File: config.mk
export PLATFORM = sky130hd
export DESIGN_NAME = fetch_unit_flat
export DESIGN_NICKNAME = d
export VERILOG_FILES = /design/src/rtl/riscv_pkg.sv /design/src/rtl/fetch_unit_if.sv /design/src/rtl/fetch_queue.sv /design/src/rtl/fetch_unit.sv /design/src/flat_wrapper.sv
export SDC_FILE = /design/constraint.sdc
export NUM_CORES = 1
export LEC_CHECK = 0
export ABC_CLOCK_PERIOD_IN_PS = 3300
export BUFFER_PORTS_ARGS = -buffer_cell sky130_fd_sc_hd__clkbuf_2
export CELL_PAD_IN_SITES_DETAIL_PLACEMENT = 1
export CELL_PAD_IN_SITES_GLOBAL_PLACEMENT = 2
export CORE_UTILIZATION = 35
export DETAILED_ROUTE_END_ITERATION = 8
export HOLD_SLACK_MARGIN = 0.1
export PLACE_DENSITY = 0.76
export SKIP_LAST_GASP = 1
export SYNTH_ARGS = -nofsm -noshare
export SYNTH_HDL_FRONTEND = slang
export SYNTH_SLANG_ARGS = --single-unit
export TNS_END_PERCENT = 20
File: constraint.sdc
create_clock -name clk -period 3.3 [get_ports clk]
set_clock_uncertainty 0.05 [all_clocks]
set_input_delay 0.33 -clock clk [delete_from_list [all_inputs] [get_ports clk]]
set_output_delay 0.33 -clock clk [all_outputs]
set_load 0.05 [all_outputs]
File: src/rtl/riscv_pkg.sv
// Shared core definitions: datapath width, reset vector default and the
// fetch packet handed from fetch to decode.
package riscv_pkg;

  localparam int unsigned XLEN = 32;
  localparam logic [XLEN-1:0] RESET_PC_DEFAULT = '0;
  localparam logic [31:0] NOP_INSTR = 32'h0000_0013;  // addi x0, x0, 0

  typedef struct packed {
    logic [XLEN-1:0] pc;
    logic [XLEN-1:0] pc_plus4;
    logic [XLEN-1:0] instr;
  } fetch_pkt_t;

endpackage

File: src/rtl/fetch_unit_if.sv
// Fetch-stage bus bundle: instruction-memory port, redirect inputs and the
// decode-side valid/ready handshake.
interface fetch_unit_if #(
  parameter int unsigned XLEN = riscv_pkg::XLEN
);

  logic            imem_req;
  logic [XLEN-1:0] imem_addr;
  logic [XLEN-1:0] imem_rdata;
  logic            br_taken;
  logic [XLEN-1:0] br_target;
  logic            jmp_taken;
  logic [XLEN-1:0] jmp_target;
  logic            dec_valid;
  logic            dec_ready;
  logic [XLEN-1:0] dec_instr;
  logic [XLEN-1:0] dec_pc;
  logic [XLEN-1:0] dec_pc_plus4;
  logic            misalign;

  modport master (
    output imem_req, imem_addr, dec_valid, dec_instr, dec_pc, dec_pc_plus4, misalign,
    input  imem_rdata, br_taken, br_target, jmp_taken, jmp_target, dec_ready
  );

  modport slave (
    input  imem_req, imem_addr, dec_valid, dec_instr, dec_pc, dec_pc_plus4, misalign,
    output imem_rdata, br_taken, br_target, jmp_taken, jmp_target, dec_ready
  );

endinterface

File: src/rtl/fetch_queue.sv
// Small synchronous FIFO of fetch packets; flush dominates push, head reads
// as all-zero while empty.
module fetch_queue
  import riscv_pkg::*;
#(
  parameter int unsigned DEPTH = 2
) (
  input  logic                       clk,
  input  logic                       rst_n,
  input  logic                       push_i,
  input  fetch_pkt_t                 pkt_i,
  input  logic                       pop_i,
  input  logic                       flush_i,
  output fetch_pkt_t                 head_o,
  output logic                       full_o,
  output logic                       empty_o,
  output logic [$clog2(DEPTH+1)-1:0] count_o
);

  localparam int unsigned PW = (DEPTH > 1) ? $clog2(DEPTH) : 1;
  localparam int unsigned CW = $clog2(DEPTH + 1);

  fetch_pkt_t    mem_q [DEPTH];
  logic [PW-1:0] rd_q, wr_q;
  logic [CW-1:0] cnt_q;
  logic          do_push, do_pop;

  function automatic logic [PW-1:0] ptr_inc(input logic [PW-1:0] p);
    return (p == PW'(DEPTH - 1)) ? '0 : p + 1'b1;
  endfunction

  always_comb begin
    empty_o = (cnt_q == '0);
    full_o  = (cnt_q == CW'(DEPTH));
    count_o = cnt_q;
    do_pop  = pop_i && !empty_o;
    // A pop frees the head slot in the same cycle, so a full queue may still accept a push.
    do_push = push_i && (!full_o || do_pop);
    head_o  = empty_o ? '0 : mem_q[rd_q];
  end

  always_ff @(posedge clk or negedge rst_n) begin
    if (!rst_n) begin
      for (int unsigned i = 0; i < DEPTH; i++) mem_q[i] <= '0;
      rd_q  <= '0;
      wr_q  <= '0;
      cnt_q <= '0;
    end else if (flush_i) begin
      rd_q  <= '0;
      wr_q  <= '0;
      cnt_q <= '0;
    end else begin
      if (do_push) begin
        mem_q[wr_q] <= pkt_i;
        wr_q        <= ptr_inc(wr_q);
      end
      if (do_pop) rd_q <= ptr_inc(rd_q);
      cnt_q <= cnt_q + CW'(do_push) - CW'(do_pop);
    end
  end

endmodule

File: src/rtl/fetch_unit.sv
// Instruction-fetch stage: PC register, single-outstanding imem request with
// credit-based issue, prioritised redirect with flush, misalign flag.
module fetch_unit
  import riscv_pkg::*;
#(
  parameter int unsigned     XLEN     = riscv_pkg::XLEN,
  parameter logic [XLEN-1:0] RESET_PC = riscv_pkg::RESET_PC_DEFAULT,
  parameter int unsigned     QDEPTH   = 2
) (
  input logic         clk,
  input logic         reset_n,
  fetch_unit_if.master bus
);

  localparam int unsigned CW    = $clog2(QDEPTH + 1);
  localparam int unsigned CREDW = CW + 1;

  logic [XLEN-1:0]  pc_q, pc_d;
  logic [XLEN-1:0]  inflight_pc_q, inflight_pc_d;
  logic             inflight_q, inflight_d;
  logic             misalign_q, misalign_d;
  logic             redirect, issue, push, pop;
  logic [XLEN-1:0]  redirect_tgt;
  logic [CREDW-1:0] credit;
  fetch_pkt_t       push_pkt, head_pkt;
  logic             q_full, q_empty;
  logic [CW-1:0]    q_count;

  always_comb begin
    redirect     = bus.br_taken || bus.jmp_taken;
    redirect_tgt = bus.br_taken ? bus.br_target : bus.jmp_target;
    pop          = !q_empty && bus.dec_ready;
    // Occupancy after this cycle's pop plus the outstanding response; this lets
    // a 2-entry queue issue every cycle while decode keeps draining.
    credit       = CREDW'(q_count) + CREDW'(inflight_q) - CREDW'(pop);
    issue        = reset_n && !redirect && (credit < CREDW'(QDEPTH));
    // A response returning during a redirect belongs to the abandoned path.
    push         = inflight_q && !redirect;

    push_pkt.pc       = inflight_pc_q;
    push_pkt.pc_plus4 = inflight_pc_q + XLEN'(4);
    push_pkt.instr    = bus.imem_rdata;

    pc_d = pc_q;
    if (redirect)   pc_d = {redirect_tgt[XLEN-1:2], 2'b00};
    else if (issue) pc_d = pc_q + XLEN'(4);

    inflight_d    = issue;
    inflight_pc_d = issue ? pc_q : inflight_pc_q;
    misalign_d    = redirect && (redirect_tgt[1:0] != 2'b00);
  end

  always_ff @(posedge clk or negedge reset_n) begin
    if (!reset_n) begin
      pc_q          <= RESET_PC;
      inflight_q    <= 1'b0;
      inflight_pc_q <= '0;
      misalign_q    <= 1'b0;
    end else begin
      pc_q          <= pc_d;
      inflight_q    <= inflight_d;
      inflight_pc_q <= inflight_pc_d;
      misalign_q    <= misalign_d;
    end
  end

  fetch_queue #(
    .DEPTH(QDEPTH)
  ) u_queue (
    .clk     (clk),
    .rst_n   (reset_n),
    .push_i  (push),
    .pkt_i   (push_pkt),
    .pop_i   (pop),
    .flush_i (redirect),
    .head_o  (head_pkt),
    .full_o  (q_full),
    .empty_o (q_empty),
    .count_o (q_count)
  );

  assign bus.imem_req     = issue;
  assign bus.imem_addr    = pc_q;
  assign bus.dec_valid    = !q_empty;
  assign bus.dec_instr    = head_pkt.instr;
  assign bus.dec_pc       = head_pkt.pc;
  assign bus.dec_pc_plus4 = head_pkt.pc_plus4;
  assign bus.misalign     = misalign_q;

  // The issue credit must never let a response land in a full queue.
  a_no_overflow: assert property (@(posedge clk) disable iff (!reset_n)
    !(push && q_full && !pop));

endmodule

File: src/flat_wrapper.sv
// flat-port wrapper written by rule: the top's interface ports become plain ports
module fetch_unit_flat import riscv_pkg::*;
#(
  parameter int unsigned     XLEN     = riscv_pkg::XLEN,
  parameter logic [XLEN-1:0] RESET_PC = riscv_pkg::RESET_PC_DEFAULT,
  parameter int unsigned     QDEPTH   = 2
)
  (clk, reset_n, bus_imem_req, bus_imem_addr, bus_dec_valid, bus_dec_instr, bus_dec_pc, bus_dec_pc_plus4, bus_misalign, bus_imem_rdata, bus_br_taken, bus_br_target, bus_jmp_taken, bus_jmp_target, bus_dec_ready);
  fetch_unit_if #(.XLEN(XLEN)) bus_i ();
  input logic clk;
  input logic reset_n;
  output wire logic [$bits(bus_i.imem_req)-1:0] bus_imem_req;
  output wire logic [$bits(bus_i.imem_addr)-1:0] bus_imem_addr;
  output wire logic [$bits(bus_i.dec_valid)-1:0] bus_dec_valid;
  output wire logic [$bits(bus_i.dec_instr)-1:0] bus_dec_instr;
  output wire logic [$bits(bus_i.dec_pc)-1:0] bus_dec_pc;
  output wire logic [$bits(bus_i.dec_pc_plus4)-1:0] bus_dec_pc_plus4;
  output wire logic [$bits(bus_i.misalign)-1:0] bus_misalign;
  input wire logic [$bits(bus_i.imem_rdata)-1:0] bus_imem_rdata;
  input wire logic [$bits(bus_i.br_taken)-1:0] bus_br_taken;
  input wire logic [$bits(bus_i.br_target)-1:0] bus_br_target;
  input wire logic [$bits(bus_i.jmp_taken)-1:0] bus_jmp_taken;
  input wire logic [$bits(bus_i.jmp_target)-1:0] bus_jmp_target;
  input wire logic [$bits(bus_i.dec_ready)-1:0] bus_dec_ready;
  assign bus_imem_req = bus_i.imem_req;
  assign bus_imem_addr = bus_i.imem_addr;
  assign bus_dec_valid = bus_i.dec_valid;
  assign bus_dec_instr = bus_i.dec_instr;
  assign bus_dec_pc = bus_i.dec_pc;
  assign bus_dec_pc_plus4 = bus_i.dec_pc_plus4;
  assign bus_misalign = bus_i.misalign;
  assign bus_i.imem_rdata = bus_imem_rdata;
  assign bus_i.br_taken = bus_br_taken;
  assign bus_i.br_target = bus_br_target;
  assign bus_i.jmp_taken = bus_jmp_taken;
  assign bus_i.jmp_target = bus_jmp_target;
  assign bus_i.dec_ready = bus_dec_ready;
  fetch_unit #(.XLEN(XLEN), .RESET_PC(RESET_PC), .QDEPTH(QDEPTH)) u_core (.clk(clk), .reset_n(reset_n), .bus(bus_i));
endmodule
==> flow_summary.json, run 1 <==
{
  "clock-sinks": 250,
  "drc_errors": 0,
  "worst_slew_margin_rel": 0.426,
  "maxClockFrequency_mhz": 311,
  "share_comb_of_total_power": 0.158,
  "setup_viol": 0,
  "cp_top_family": "simple AND/OR/NAND/NOR gates",
  "worst_ir_drop_vdd_mv": 0.426,
  "die-area_um2": 36300,
  "num_vias": 10100,
  "setup.reg_to_reg.worst_slack_ns": 0.13,
  "power_mw": 8.83,
  "fp-row-count": 68,
  "fp.coreArea_um2": 34800,
  "crit_fanout": 3,
  "postLayoutCellArea_um2": 15900,
  "crit_required_ns": 2.92,
  "post_drt_wl_per_cell_um": 18.2,
  "cell_internal_pwr_mw": 6.29,
  "area_growth_syn_to_layout_pct": 28.0,
  "tritoncts.num_buffers": 30,
  "detail_route.vias_per_cell": 4.99,
  "antennaDiodeCount": 0,
  "power.density_nw_per_um2": 554,
  "grt_pass1_wl_mm": 58.8,
  "die-height_um": 191,
  "cp.depth": 11,
  "gpl_congestion": 0.790,
  "total_switching_power_mw": 2.54,
  "run_status": "complete, no violations",
  "layout.core_utilization": 0.458,
  "report.final.slew_viol_count": 0,
  "rsz0062_at_grt": "no",
  "drt_wl_total_mm": 36.6,
  "die_width_um": 191,
  "synthArstFlopShare": 1.00,
  "critical_path_buf_inv_count": 3,
  "grt.total_usage": 0.204,
  "clock_tree.buffer_depth": 3,
  "cpMaxStageDelayCell": "sky130_fd_sc_hd__dfrtp_1",
  "arrival_ns": 2.83,
  "num_io_pins": 232,
  "synthCells": 1260,
  "finalSetupTns_ns": 0,
  "overflow": 0,
  "dp_hpwl_mm": 25.5,
  "min_delay_worst_endpoint": "u_core.bus.imem_addr[11]$_DFFE_PN0P_",
  "synth_enable_flop_cells": 0,
  "hold_violations": 0,
  "cts.root.buffer_cell": "sky130_fd_sc_hd__clkbuf_16",
  "sw_frac_of_total": 0.288,
  "drive_above_1_share": 0.261,
  "min_from": "bus_br_target[11]",
  "timing.critical_path.cells": "nor2_4 > inv_2 > and2_4 > ha_4 > nand2b_4 > fa_2 > xnor2_2 > and3_4 > nand2_4 > clkinvlp_4 > buf_12",
  "grt_pass1_vias": 10400,
  "worst_setup_path_end_kind": "primary output",
  "max_cap_viol_count": 0,
  "power_leakage_nw": 7.60,
  "synth.ff_latch_count": 250,
  "numPortBuffers": 225,
  "r2r_start": "u_core.u_queue.count_o[1]$_DFF_PN0_",
  "clk_pin_slew_worst_paths_ns": 0.06,
  "synth-warning-count": 0,
  "clk_latency_ns": 0.55,
  "final_min_period_over_clock_period": 0.974,
  "maximum_number_of_pins_on_one_net_before_global_route_repair": 127,
  "synth_cell_types": 60,
  "min_delay_path_depth": 4,
  "postSynth.topFlopCell": "sky130_fd_sc_hd__dfrtp_1",
  "initial_antenna_violation_count": 0,
  "p_clk_frac": 0.394,
  "seq_power_share": 0.448,
  "crit-reg2reg-capture": "u_core.bus.imem_addr[27]$_DFFE_PN0P_",
  "hold_path.class": "in -> reg",
  "layout.nets": 1644,
  "critPathLaunchType": "flip-flop",
  "period_needed_ns": 3.21,
  "synth-seq-area-share": 0.503,
  "synth.avg_cell_area_um2": 9.88,
  "timing.critical_path.slowest_cell_delay_ns": 0.40,
  "path_class": "reg -> out",
  "placement.cell_area_um2": 14100,
  "rr_worst_depth": 13,
  "syn_area_um2": 12400,
  "first_pass_iters": 6,
  "floorplan.initialDensity": 0.358,
  "clock_tree_from_tritoncts": "built",
  "htree_num_levels": 1,
  "final_antenna_net_count": 0,
  "dr.first_iter.drc_count": 358,
  "tightest_slew_ns": 0.862
}
-- power by group through the flow --
stage | combinational [mW] | clock, mW | sequential (mW)
2_1_floorplan | 0.827 | 0 | 3.96
3_5_place_dp | 1.34 | 0 | 4.00
5_1_grt | 1.57 | 3.70 | 4.02
6_report | 1.40 | 3.48 | 3.95
3_3_place_gp | 1.31 | 0 | 3.98
4_1_cts | 1.42 | 3.59 | 3.95
-- synthesized netlist by cell type, types with 4 or more instances --
master | count | share of area
sky130_fd_sc_hd__buf_1 | 4 | 0.0012
sky130_fd_sc_hd__and4_1 | 6 | 0.0042
sky130_fd_sc_hd__nand2_1 | 287 | 0.087
sky130_fd_sc_hd__o21ai_0 | 49 | 0.020
sky130_fd_sc_hd__a2bb2oi_1 | 5 | 0.0035
sky130_fd_sc_hd__mux2i_1 | 99 | 0.080
sky130_fd_sc_hd__a21oi_1 | 28 | 0.011
sky130_fd_sc_hd__and2_1 | 8 | 0.0040
sky130_fd_sc_hd__nand4_1 | 21 | 0.011
sky130_fd_sc_hd__and3_1 | 14 | 0.0070
sky130_fd_sc_hd__mux2_2 | 65 | 0.059
sky130_fd_sc_hd__inv_1 | 12 | 0.0036
sky130_fd_sc_hd__o21ai_1 | 25 | 0.010
sky130_fd_sc_hd__xor2_1 | 19 | 0.013
sky130_fd_sc_hd__nand3_1 | 19 | 0.0076
sky130_fd_sc_hd__mux2_1 | 41 | 0.037
sky130_fd_sc_hd__a211oi_1 | 4 | 0.0024
sky130_fd_sc_hd__nor2_1 | 126 | 0.038
sky130_fd_sc_hd__buf_2 | 36 | 0.014
sky130_fd_sc_hd__xnor2_1 | 19 | 0.013
sky130_fd_sc_hd__clkbuf_1 | 38 | 0.011
sky130_fd_sc_hd__dfrtp_1 | 250 | 0.50
sky130_fd_sc_hd__buf_4 | 9 | 0.0054
sky130_fd_sc_hd__ha_1 | 5 | 0.0050
sky130_fd_sc_hd__a31oi_1 | 6 | 0.0030
sky130_fd_sc_hd__nor3b_1 | 4 | 0.0024
sky130_fd_sc_hd__nor3_1 | 9 | 0.0036
-- cell type report --
| type | instances | area, um^2 |
|---|---|---|
| Clock buffer | 45 | 908 |
| Clock inverter | 10 | 154 |
| Fill cell | 3990 | 18900 |
| Inverter | 13 | 52.6 |
| Multi-Input combinational cell | 915 | 5820 |
| Sequential cell | 250 | 6260 |
| Tap cell | 455 | 569 |
| Timing Repair Buffer | 327 | 2160 |
-- flip-flops by register name (all words and copies together) (netlist names) --
signal                  count
u_core.u_queue.wr_q         1
u_core.u_queue.count_o      2
u_core.inflight_pc_q       30
u_core.bus.imem_addr       30
u_core.bus.misalign         1
u_core.inflight_q           1
u_core.u_queue.rd_q         1
u_core.u_queue.mem_q      184
-- worst max-delay path by stage --
| stage | start | end | slack, ns |
|---|---|---|---|
| 4_1_cts | u_core.u_queue.count_o[0]$_DFF_PN0_ | bus_imem_req | 0.0008 |
| 6_report | u_core.u_queue.count_o[1]$_DFF_PN0_ | bus_imem_req | 0.09 |
| 3_3_place_gp | u_core.u_queue.count_o[0]$_DFF_PN0_ | u_core.bus.imem_addr[24]$_DFFE_PN0P_ | 0.14 |
| 5_1_grt | u_core.u_queue.count_o[1]$_DFF_PN0_ | bus_imem_req | 0.0006 |
| 3_5_place_dp | u_core.u_queue.count_o[0]$_DFF_PN0_ | u_core.bus.imem_addr[24]$_DFFE_PN0P_ | 0.007 |
| 2_1_floorplan | u_core.u_queue.count_o[1]$_DFF_PN0_ | u_core.bus.imem_addr[24]$_DFFE_PN0P_ | 0.03 |
-- cells in the final DEF, fill, tap and decap left out, types with 19 or more instances in the layout --
cell | Yosys | routed
sky130_fd_sc_hd__a21oi_1 | 28 | 28
sky130_fd_sc_hd__buf_4 | 9 | 31
sky130_fd_sc_hd__clkbuf_16 | 0 | 31
sky130_fd_sc_hd__clkbuf_2 | 0 | 223
sky130_fd_sc_hd__dfrtp_1 | 250 | 248
sky130_fd_sc_hd__dlygate4sd3_1 | 0 | 64
sky130_fd_sc_hd__mux2_1 | 41 | 41
sky130_fd_sc_hd__mux2_2 | 65 | 65
sky130_fd_sc_hd__mux2i_1 | 99 | 99
sky130_fd_sc_hd__nand2_1 | 287 | 286
sky130_fd_sc_hd__nand4_1 | 21 | 21
sky130_fd_sc_hd__nor2_1 | 126 | 125
sky130_fd_sc_hd__o21ai_0 | 49 | 49
sky130_fd_sc_hd__o21ai_1 | 25 | 25
sky130_fd_sc_hd__xor2_1 | 19 | 19
-- routing by layer --
metal / track usage / routed length (um) / vias up
li1: - / - / 4843
met1: 0.297 / 17900 / 4966
met2: 0.320 / 16700 / 208
met3: 0.0309 / 1560 / 35
met4: 0.0388 / 485 / 0
met5: 0 / 0 / -
-- repair_timing --
| item | in CTS | in global routing |
|---|---|---|
| endpoints found under the setup margin | 2 | 3 |
| cloned | 0 | 0 |
| hold buffers | 64 | 0 |
| resized for setup | 6 | 6 |
| pin swaps | 2 | 5 |
| hold endpoints to repair | 147 | 0 |
| setup buffers | 3 | 2 |
-- cell families after synthesis --
group / after synthesis / synth area share
DFF: 250 / 0.503
adders and majority gates: 6 / 0.00664
muxes: 205 / 0.176
and+or+nand+nor: 519 / 0.184
buffers and inverters: 100 / 0.0365
other: 1 / 0.000301
xor gates and xnor gates: 38 / 0.0267
AOI/OAI and AO/OA: 141 / 0.0675
-- worst reg2reg max path: cells and delay by family, from the launching register on --
family | cells | cell delay [ns]
fa+ha+maj | 2 | 0.61
compound gates | 2 | 0.25
xor+xnor | 1 | 0.20
flops | 1 | 0.40
buf+inv | 3 | 0.81
simple gates | 5 | 0.73
-- stage by stage --
step,setup WS (ns),instances,hold WS (ns)
3_3_place_gp,0.140,1891,0.270
2_1_floorplan,0.0342,1265,-0.0156
6_report,0.0861,2015,0.126
5_1_grt,0.000616,2015,0.140
3_5_place_dp,0.00659,1891,0.280
4_1_cts,0.000816,2013,0.100
Power figures use the tool's default switching activity.
==> inputs of run 2 (changes only) <==
- CORE_ASPECT_RATIO: unset -> 0.8
==> flow_summary.json, run 2 (synthesis results as in run 1) <==
{
  "crit_required_ns": 2.92,
  "p_clk_frac": 0.359,
  "max_cap_viol_count": 0,
  "fp-row-count": 61,
  "total_switching_power_mw": 2.53,
  "cell_internal_pwr_mw": 5.88,
  "postLayoutSetupSlackWorst_ns": 0.0798,
  "tightest_slew_ns": 0.941,
  "overflow": 0,
  "drive_above_1_share": 0.256,
  "crit_fanout": 3,
  "first_pass_iters": 4,
  "floorplan.initialDensity": 0.357,
  "final_min_period_over_clock_period": 0.976,
  "n_fill_cell": 3969,
  "timing.critical_path.slowest_cell_delay_ns": 0.40,
  "die-height_um": 171,
  "grt_pass1_wl_mm": 60.1,
  "hold_violations": 0,
  "sw_frac_of_total": 0.300,
  "post_drt_wl_per_cell_um": 18.5,
  "die_width_um": 213,
  "area_growth_syn_to_layout_pct": 26.0,
  "report.final.slew_viol_count": 0,
  "timing.critical_path.cells": "nor2_4 > inv_1 > and2_4 > ha_1 > nand2b_1 > fa_2 > xnor2_2 > and3_4 > nand2_4 > clkinvlp_4 > buf_12",
  "worst_ir_drop_vdd_mv": 0.308,
  "placement.cell_area_um2": 14200,
  "share_comb_of_total_power": 0.172,
  "detail_route.vias_per_cell": 4.96,
  "multiInputGateArea_um2": 5820,
  "grt.total_usage": 0.211,
  "postLayoutCellArea_um2": 15700,
  "clk_pin_slew_worst_paths_ns": 0.06,
  "num_io_pins": 232,
  "clock_tree_from_tritoncts": "built",
  "worst_hold_slack_ns": 0.105,
  "worst_slew_margin_rel": 0.373,
  "power.density_nw_per_um2": 536,
  "gpl_congestion": 0.830,
  "die-area_um2": 36300,
  "antennaDiodeCount": 0,
  "fp.coreArea_um2": 34900,
  "finalNonFillerCells": 2016,
  "layout.nets": 1634,
  "clock_tree.buffer_depth": 3,
  "place_inst": 1908,
  "ff_latch_area_um2": 6260,
  "initial_antenna_violation_count": 0,
  "dr.first_iter.drc_count": 556,
  "numPortBuffers": 225,
  "worst_setup_path_end_kind": "primary output",
  "power_mw": 8.41,
  "arrival_ns": 2.84,
  "dp_hpwl_mm": 26.6,
  "regMostFlops": "u_core.u_queue.mem_q",
  "setup_viol": 0,
  "leading_cell_types_in_the_layout_fill_and_taps_excluded": "sky130_fd_sc_hd__nand2_1 (286), sky130_fd_sc_hd__dfrtp_1 (249), sky130_fd_sc_hd__clkbuf_2 (223)",
  "period_needed_ns": 3.22,
  "num_vias": 9998,
  "maximum_number_of_pins_on_one_net_before_global_route_repair": 82,
  "drt_wl_total_mm": 37.4,
  "clk_latency_ns": 0.54,
  "path_class": "reg -> out",
  "maxClockFrequency_mhz": 311,
  "critPathLaunchType": "flip-flop",
  "htree_num_levels": 1,
  "most_frequent_standard_cell_in_the_layout_excluding_fill_and_tap_cells": "sky130_fd_sc_hd__nand2_1",
  "grt_pass1_vias": 10500,
  "drc_errors": 0,
  "seq_power_share": 0.469,
  "hold_path.class": "in -> reg",
  "clock-sinks": 250,
  "power_leakage_nw": 7.48,
  "largest_reg_flops": 184,
  "cpMaxStageDelayCell": "sky130_fd_sc_hd__dfrtp_1",
  "pre_cts_slack_ns": 0.0839,
  "final_antenna_net_count": 0,
  "run_status": "complete, no violations",
  "cts.root.buffer_cell": "sky130_fd_sc_hd__clkbuf_16",
  "tritoncts.num_buffers": 27
}
[run 2: cell types whose count changed in the layout (fill, tap and decap cells not counted), moves of 2 or more]
cell	change
sky130_fd_sc_hd__nor3b_2	+2
sky130_fd_sc_hd__nor3b_1	-2
sky130_fd_sc_hd__dlygate4sd3_1	-5
sky130_fd_sc_hd__bufinv_16	-3
sky130_fd_sc_hd__clkinv_2	-2
sky130_fd_sc_hd__clkbuf_16	-4
sky130_fd_sc_hd__clkbuf_8	+2
[run 2: final timing paths]
kind / startpoint / endpoint / slack [ns] / depth (start not counted)
max: u_core.u_queue.count_o[0]$_DFF_PN0_ / bus_imem_req / 0.08 / 11
max in group asynchronous: reset_n / u_core.u_queue.rd_q$_DFFE_PN0P_ / 1.78 / 3
min: bus_br_target[7] / u_core.bus.imem_addr[7]$_DFFE_PN0P_ / 0.11 / 3
max reg2reg: u_core.u_queue.count_o[0]$_DFF_PN0_ / u_core.bus.imem_addr[27]$_DFFE_PN0P_ / 0.16 / 12
min in group asynchronous: reset_n / u_core.u_queue.mem_q[25]$_DFFE_PN0P_ / 0.17 / 2
min reg2reg: u_core.u_queue.mem_q[134]$_DFFE_PN0P_ / u_core.u_queue.mem_q[134]$_DFFE_PN0P_ / 0.42 / 2
[run 2: final cells by class]
class	count	area share
Sequential cell	250	0.399
Inverter	13	0.00335
Multi-Input combinational cell	915	0.371
Clock buffer	42	0.0530
Tap cell	472	0.0377
Timing Repair Buffer	320	0.133
Clock inverter	4	0.00287
[run 2: power groups by stage]
stage | Combinational [mW] | Clock (mW) | Sequential, mW
3_5_place_dp | 1.40 | 0 | 4.00
5_1_grt | 1.62 | 3.22 | 4.02
6_report | 1.44 | 3.02 | 3.95
3_3_place_gp | 1.35 | 0 | 3.98
2_1_floorplan | 0.827 | 0 | 3.96
4_1_cts | 1.47 | 3.09 | 3.95
[run 2: metrics by stage]
stage	utilization	setup TNS, ns
2_1_floorplan	-	0
3_3_place_gp	0.406	0
3_5_place_dp	0.406	0
4_1_cts	0.449	0
5_1_grt	0.450	-0.00682
6_report	0.450	0
[run 2: per-layer routing]
layer,up-vias,GRT usage,share of wire
li1,4809,-,-
met1,4929,0.316,0.51
met2,221,0.319,0.44
met3,39,0.0314,0.038
met4,0,0.0441,0.020
met5,-,0,0
[run 2: critical path, delay by kind of cell, from the launching register on]
| family | cells | cell delay [ns] |
|---|---|---|
| buf+inv | 3 | 0.39 |
| xor+xnor | 1 | 0.15 |
| flops | 1 | 0.40 |
| fa+ha+maj | 2 | 0.61 |
| simple gates | 5 | 0.74 |
[run 2: timing repair]
item / in CTS / in global routing
buffers inserted: 3 / 0
hold buffers: 59 / 0
hold endpoints to repair: 191 / 0
gates resized for setup: 4 / 6
endpoints found under the setup margin: 1 / 4
pin swaps: 2 / 0
==> inputs of run 3 (changes only) <==
- ABC_AREA: unset -> 1
- CORE_UTILIZATION: 35 -> 32
==> flow_summary.json, run 3 <==
{
  "hold_path.class": "in -> reg",
  "report.final.slew_viol_count": 0,
  "r2r_start": "u_core.u_queue.count_o[1]$_DFF_PN0_",
  "fp.coreArea_um2": 38700,
  "syn_area_um2": 12700,
  "gpl_congestion": 0.811,
  "drc_errors": 0,
  "crit_fanout": 13,
  "rsz0062_at_grt": "no",
  "p_clk_frac": 0.373,
  "max_cap_viol_count": 0,
  "setup_viol": 0,
  "worst_setup_path_end_kind": "primary output",
  "drive_above_1_share": 0.164,
  "die-area_um2": 40600,
  "overflow": 0,
  "synthArstFlopShare": 1.00,
  "share_of_the_synthesized_area_in_compound_gates_ao_oa_aoi_oai": 0.155,
  "total_switching_power_mw": 2.69,
  "floorplan.initialDensity": 0.329,
  "power_leakage_nw": 8.05,
  "leading_cell_types_in_the_layout_fill_and_taps_excluded": "sky130_fd_sc_hd__nand2_1 (578), sky130_fd_sc_hd__dfrtp_1 (248), sky130_fd_sc_hd__clkbuf_2 (223)",
  "grt_use_met2": 0.349,
  "grt.met1_usage": 0.324,
  "finalNonFillerCells": 2486,
  "grt_pass1_wl_mm": 70.7,
  "maximum_number_of_pins_on_one_net_before_global_route_repair": 155,
  "sw_frac_of_total": 0.313,
  "place_inst": 2366,
  "crit_required_ns": 2.92,
  "num_vias": 11900,
  "run_status": "complete, no violations",
  "fp-row-count": 64,
  "detail_route.vias_per_cell": 4.81,
  "synth-seq-area-share": 0.491,
  "synth-warning-count": 0,
  "synth.ff_latch_count": 250,
  "dominant_cell_by_count_in_the_synthesized_netlist": "sky130_fd_sc_hd__nand2_1",
  "critPathLaunchType": "flip-flop",
  "numPortBuffers": 225,
  "postSynth.topFlopCell": "sky130_fd_sc_hd__dfrtp_1",
  "clk_pin_slew_worst_paths_ns": 0.06,
  "antennaDiodeCount": 0,
  "synthMuxAreaShare": 0,
  "clock_tree_from_tritoncts": "built",
  "most_frequent_standard_cell_in_the_layout_excluding_fill_and_tap_cells": "sky130_fd_sc_hd__nand2_1",
  "power.density_nw_per_um2": 539,
  "synth.avg_cell_area_um2": 7.56,
  "synth_xor_area_frac": 0.0165,
  "finalSetupTns_ns": 0,
  "htree_num_levels": 1,
  "final_antenna_net_count": 0,
  "synth_cell_types": 41,
  "clk_latency_ns": 0.56,
  "path_class": "reg -> out",
  "regMostFlops": "u_core.u_queue.mem_q",
  "critical_path.endpoint": "bus_imem_req",
  "netlist_top_cells_area": "sky130_fd_sc_hd__dfrtp_1 (49%), sky130_fd_sc_hd__nand2_1 (17%), sky130_fd_sc_hd__o21ai_0 (7.7%)",
  "share_comb_of_total_power": 0.163,
  "worst_slew_margin_rel": 0.289,
  "largest_reg_flops": 184,
  "drt_wl_total_mm": 44.1,
  "post_synth_simple_gate_area": 0.239,
  "grt.total_usage": 0.219,
  "busiest_layer_in_global_routing": "met2",
  "maxClockFrequency_mhz": 322,
  "initial_antenna_violation_count": 0,
  "tritoncts.num_buffers": 29,
  "die_width_um": 225,
  "tightest_slew_ns": 1.07,
  "synth.top_cell.area_share": 0.491,
  "dp_hpwl_mm": 30.0,
  "cts.root.buffer_cell": "sky130_fd_sc_hd__clkbuf_16",
  "clock_tree.buffer_depth": 3,
  "cell_internal_pwr_mw": 5.89,
  "period_needed_ns": 3.11,
  "synthCells": 1683,
  "dr.first_iter.drc_count": 728,
  "yosysTopAreaCell": "sky130_fd_sc_hd__dfrtp_1",
  "hold_violations": 0,
  "grt_pass1_vias": 12200,
  "arrival_ns": 2.73,
  "seq_power_share": 0.464,
  "synth_enable_flop_cells": 0,
  "worst_ir_drop_vdd_mv": 0.309,
  "clock-sinks": 250,
  "startpoint": "u_core.u_queue.count_o[1]$_DFF_PN0_",
  "first_pass_iters": 7,
  "rr_worst_depth": 13,
  "yosys-top-cells-count": "sky130_fd_sc_hd__nand2_1 (578), sky130_fd_sc_hd__dfrtp_1 (250), sky130_fd_sc_hd__o21ai_0 (196), sky130_fd_sc_hd__inv_1 (164), sky130_fd_sc_hd__a21oi_1 (111)",
  "die-height_um": 180,
  "setup.reg_to_reg.worst_slack_ns": 0.30,
  "area_growth_syn_to_layout_pct": 25.0,
  "post_drt_wl_per_cell_um": 17.7,
  "layout.nets": 2043,
  "final_min_period_over_clock_period": 0.941,
  "groute.layer.met3.usage": 0.0243,
  "num_io_pins": 232,
  "combinational_family_with_the_most_area_after_synthesis": "simple AND/OR/NAND/NOR gates",
  "post_synth_fa_ha_maj_area_fraction": 0.00649,
  "crit-reg2reg-capture": "u_core.bus.imem_addr[25]$_DFFE_PN0P_"
}
run 3: changes by cell type in the layout (fill, tap and decap cells not counted), moves of 29 or more:
cell                      change
sky130_fd_sc_hd__o21ai_0    +147
sky130_fd_sc_hd__nand3_1     +29
sky130_fd_sc_hd__nand2_1    +292
sky130_fd_sc_hd__inv_1      +152
sky130_fd_sc_hd__mux2_1      -41
sky130_fd_sc_hd__a21oi_1     +84
sky130_fd_sc_hd__nor2_1      -36
sky130_fd_sc_hd__mux2_2      -65
sky130_fd_sc_hd__mux2i_1     -99
run 3: worst min-delay path by stage:
stage | startpoint | endpoint | cells after the start
2_1_floorplan | reset_n | u_core.bus.imem_addr[10]$_DFFE_PN0P_ | 0
3_3_place_gp | reset_n | u_core.inflight_pc_q[4]$_DFFE_PN0P_ | 1
3_5_place_dp | reset_n | u_core.bus.imem_addr[6]$_DFFE_PN0P_ | 1
4_1_cts | bus_br_target[31] | u_core.bus.imem_addr[31]$_DFFE_PN0P_ | 5
5_1_grt | bus_dec_ready | u_core.u_queue.rd_q$_DFFE_PN0P_ | 4
6_report | bus_br_target[11] | u_core.bus.imem_addr[11]$_DFFE_PN0P_ | 5
run 3: cell families (layout without fill, tap and decap cells):
| group | after synthesis | after routing |
|---|---|---|
| AOI/OAI and AO/OA | 374 | 374 |
| xor gates and xnor gates | 24 | 24 |
| adders and majority gates | 6 | 6 |
| buffers and inverters | 268 | 538 |
| DFF | 250 | 250 |
| other | 1 | 6 |
| and+or+nand+nor | 760 | 760 |
run 3: through the flow:
| step | utilization | setup WS (ns) | hold WS [ns] | power (mW) | area (um^2) |
|---|---|---|---|---|---|
| CTS | 0.410 | 0.00246 | 0.101 | 8.70 | 15900 |
| finish | 0.411 | 0.195 | 0.114 | 8.58 | 15900 |
| global placement | 0.370 | 0.384 | 0.194 | 5.31 | 14300 |
| floorplan | - | 0.658 | -0.0156 | 4.80 | 12700 |
| global route | 0.411 | 0.0178 | 0.143 | 9.03 | 15900 |
| detailed placement | 0.370 | 0.323 | 0.192 | 5.38 | 14300 |
run 3: power by group through the flow:
stage | clock, mW | sequential [mW] | combinational, mW
6_report | 3.20 | 3.98 | 1.40
5_1_grt | 3.40 | 4.05 | 1.59
4_1_cts | 3.30 | 3.98 | 1.42
3_5_place_dp | 0 | 4.03 | 1.35
3_3_place_gp | 0 | 4.01 | 1.31
2_1_floorplan | 0 | 4.01 | 0.796
run 3: cell type report:
cell class	instances	area, um^2
tap	528	661
timing repair buffer	314	2040
clock inverter	5	56.3
timing repair inverter	1	8.76
clock buffer	48	877
inverter	170	654
fill	4807	22800
sequential	250	6260
multi-input combinational	1170	5350
run 3: timing repair:
action	4_1_cts	5_1_grt
endpoints found under the hold margin	120	0
resized for setup	4	5
cloned	0	1
setup buffers	0	3
hold buffers	63	0
setup endpoints to repair	1	3
run 3: critical path, stage by stage, from the launching register on:
cell                       delay [ns]
sky130_fd_sc_hd__dfrtp_2         0.46
sky130_fd_sc_hd__nor2_2          0.13
sky130_fd_sc_hd__nor2_2          0.07
sky130_fd_sc_hd__ha_1            0.28
sky130_fd_sc_hd__inv_1           0.06
sky130_fd_sc_hd__nand2_1         0.05
sky130_fd_sc_hd__fa_1            0.48
sky130_fd_sc_hd__nand2_1         0.06
sky130_fd_sc_hd__nor2_2          0.17
sky130_fd_sc_hd__nand2_4         0.12
sky130_fd_sc_hd__clkinv_8        0.13
sky130_fd_sc_hd__buf_12          0.14
run 3: layer usage:
| metal | vias to the layer above | part of all wire |
|---|---|---|
| met5 | - | 0 |
| met4 | 0 | 0.012 |
| li1 | 5858 | - |
| met2 | 156 | 0.46 |
| met1 | 5898 | 0.50 |
| met3 | 37 | 0.027 |
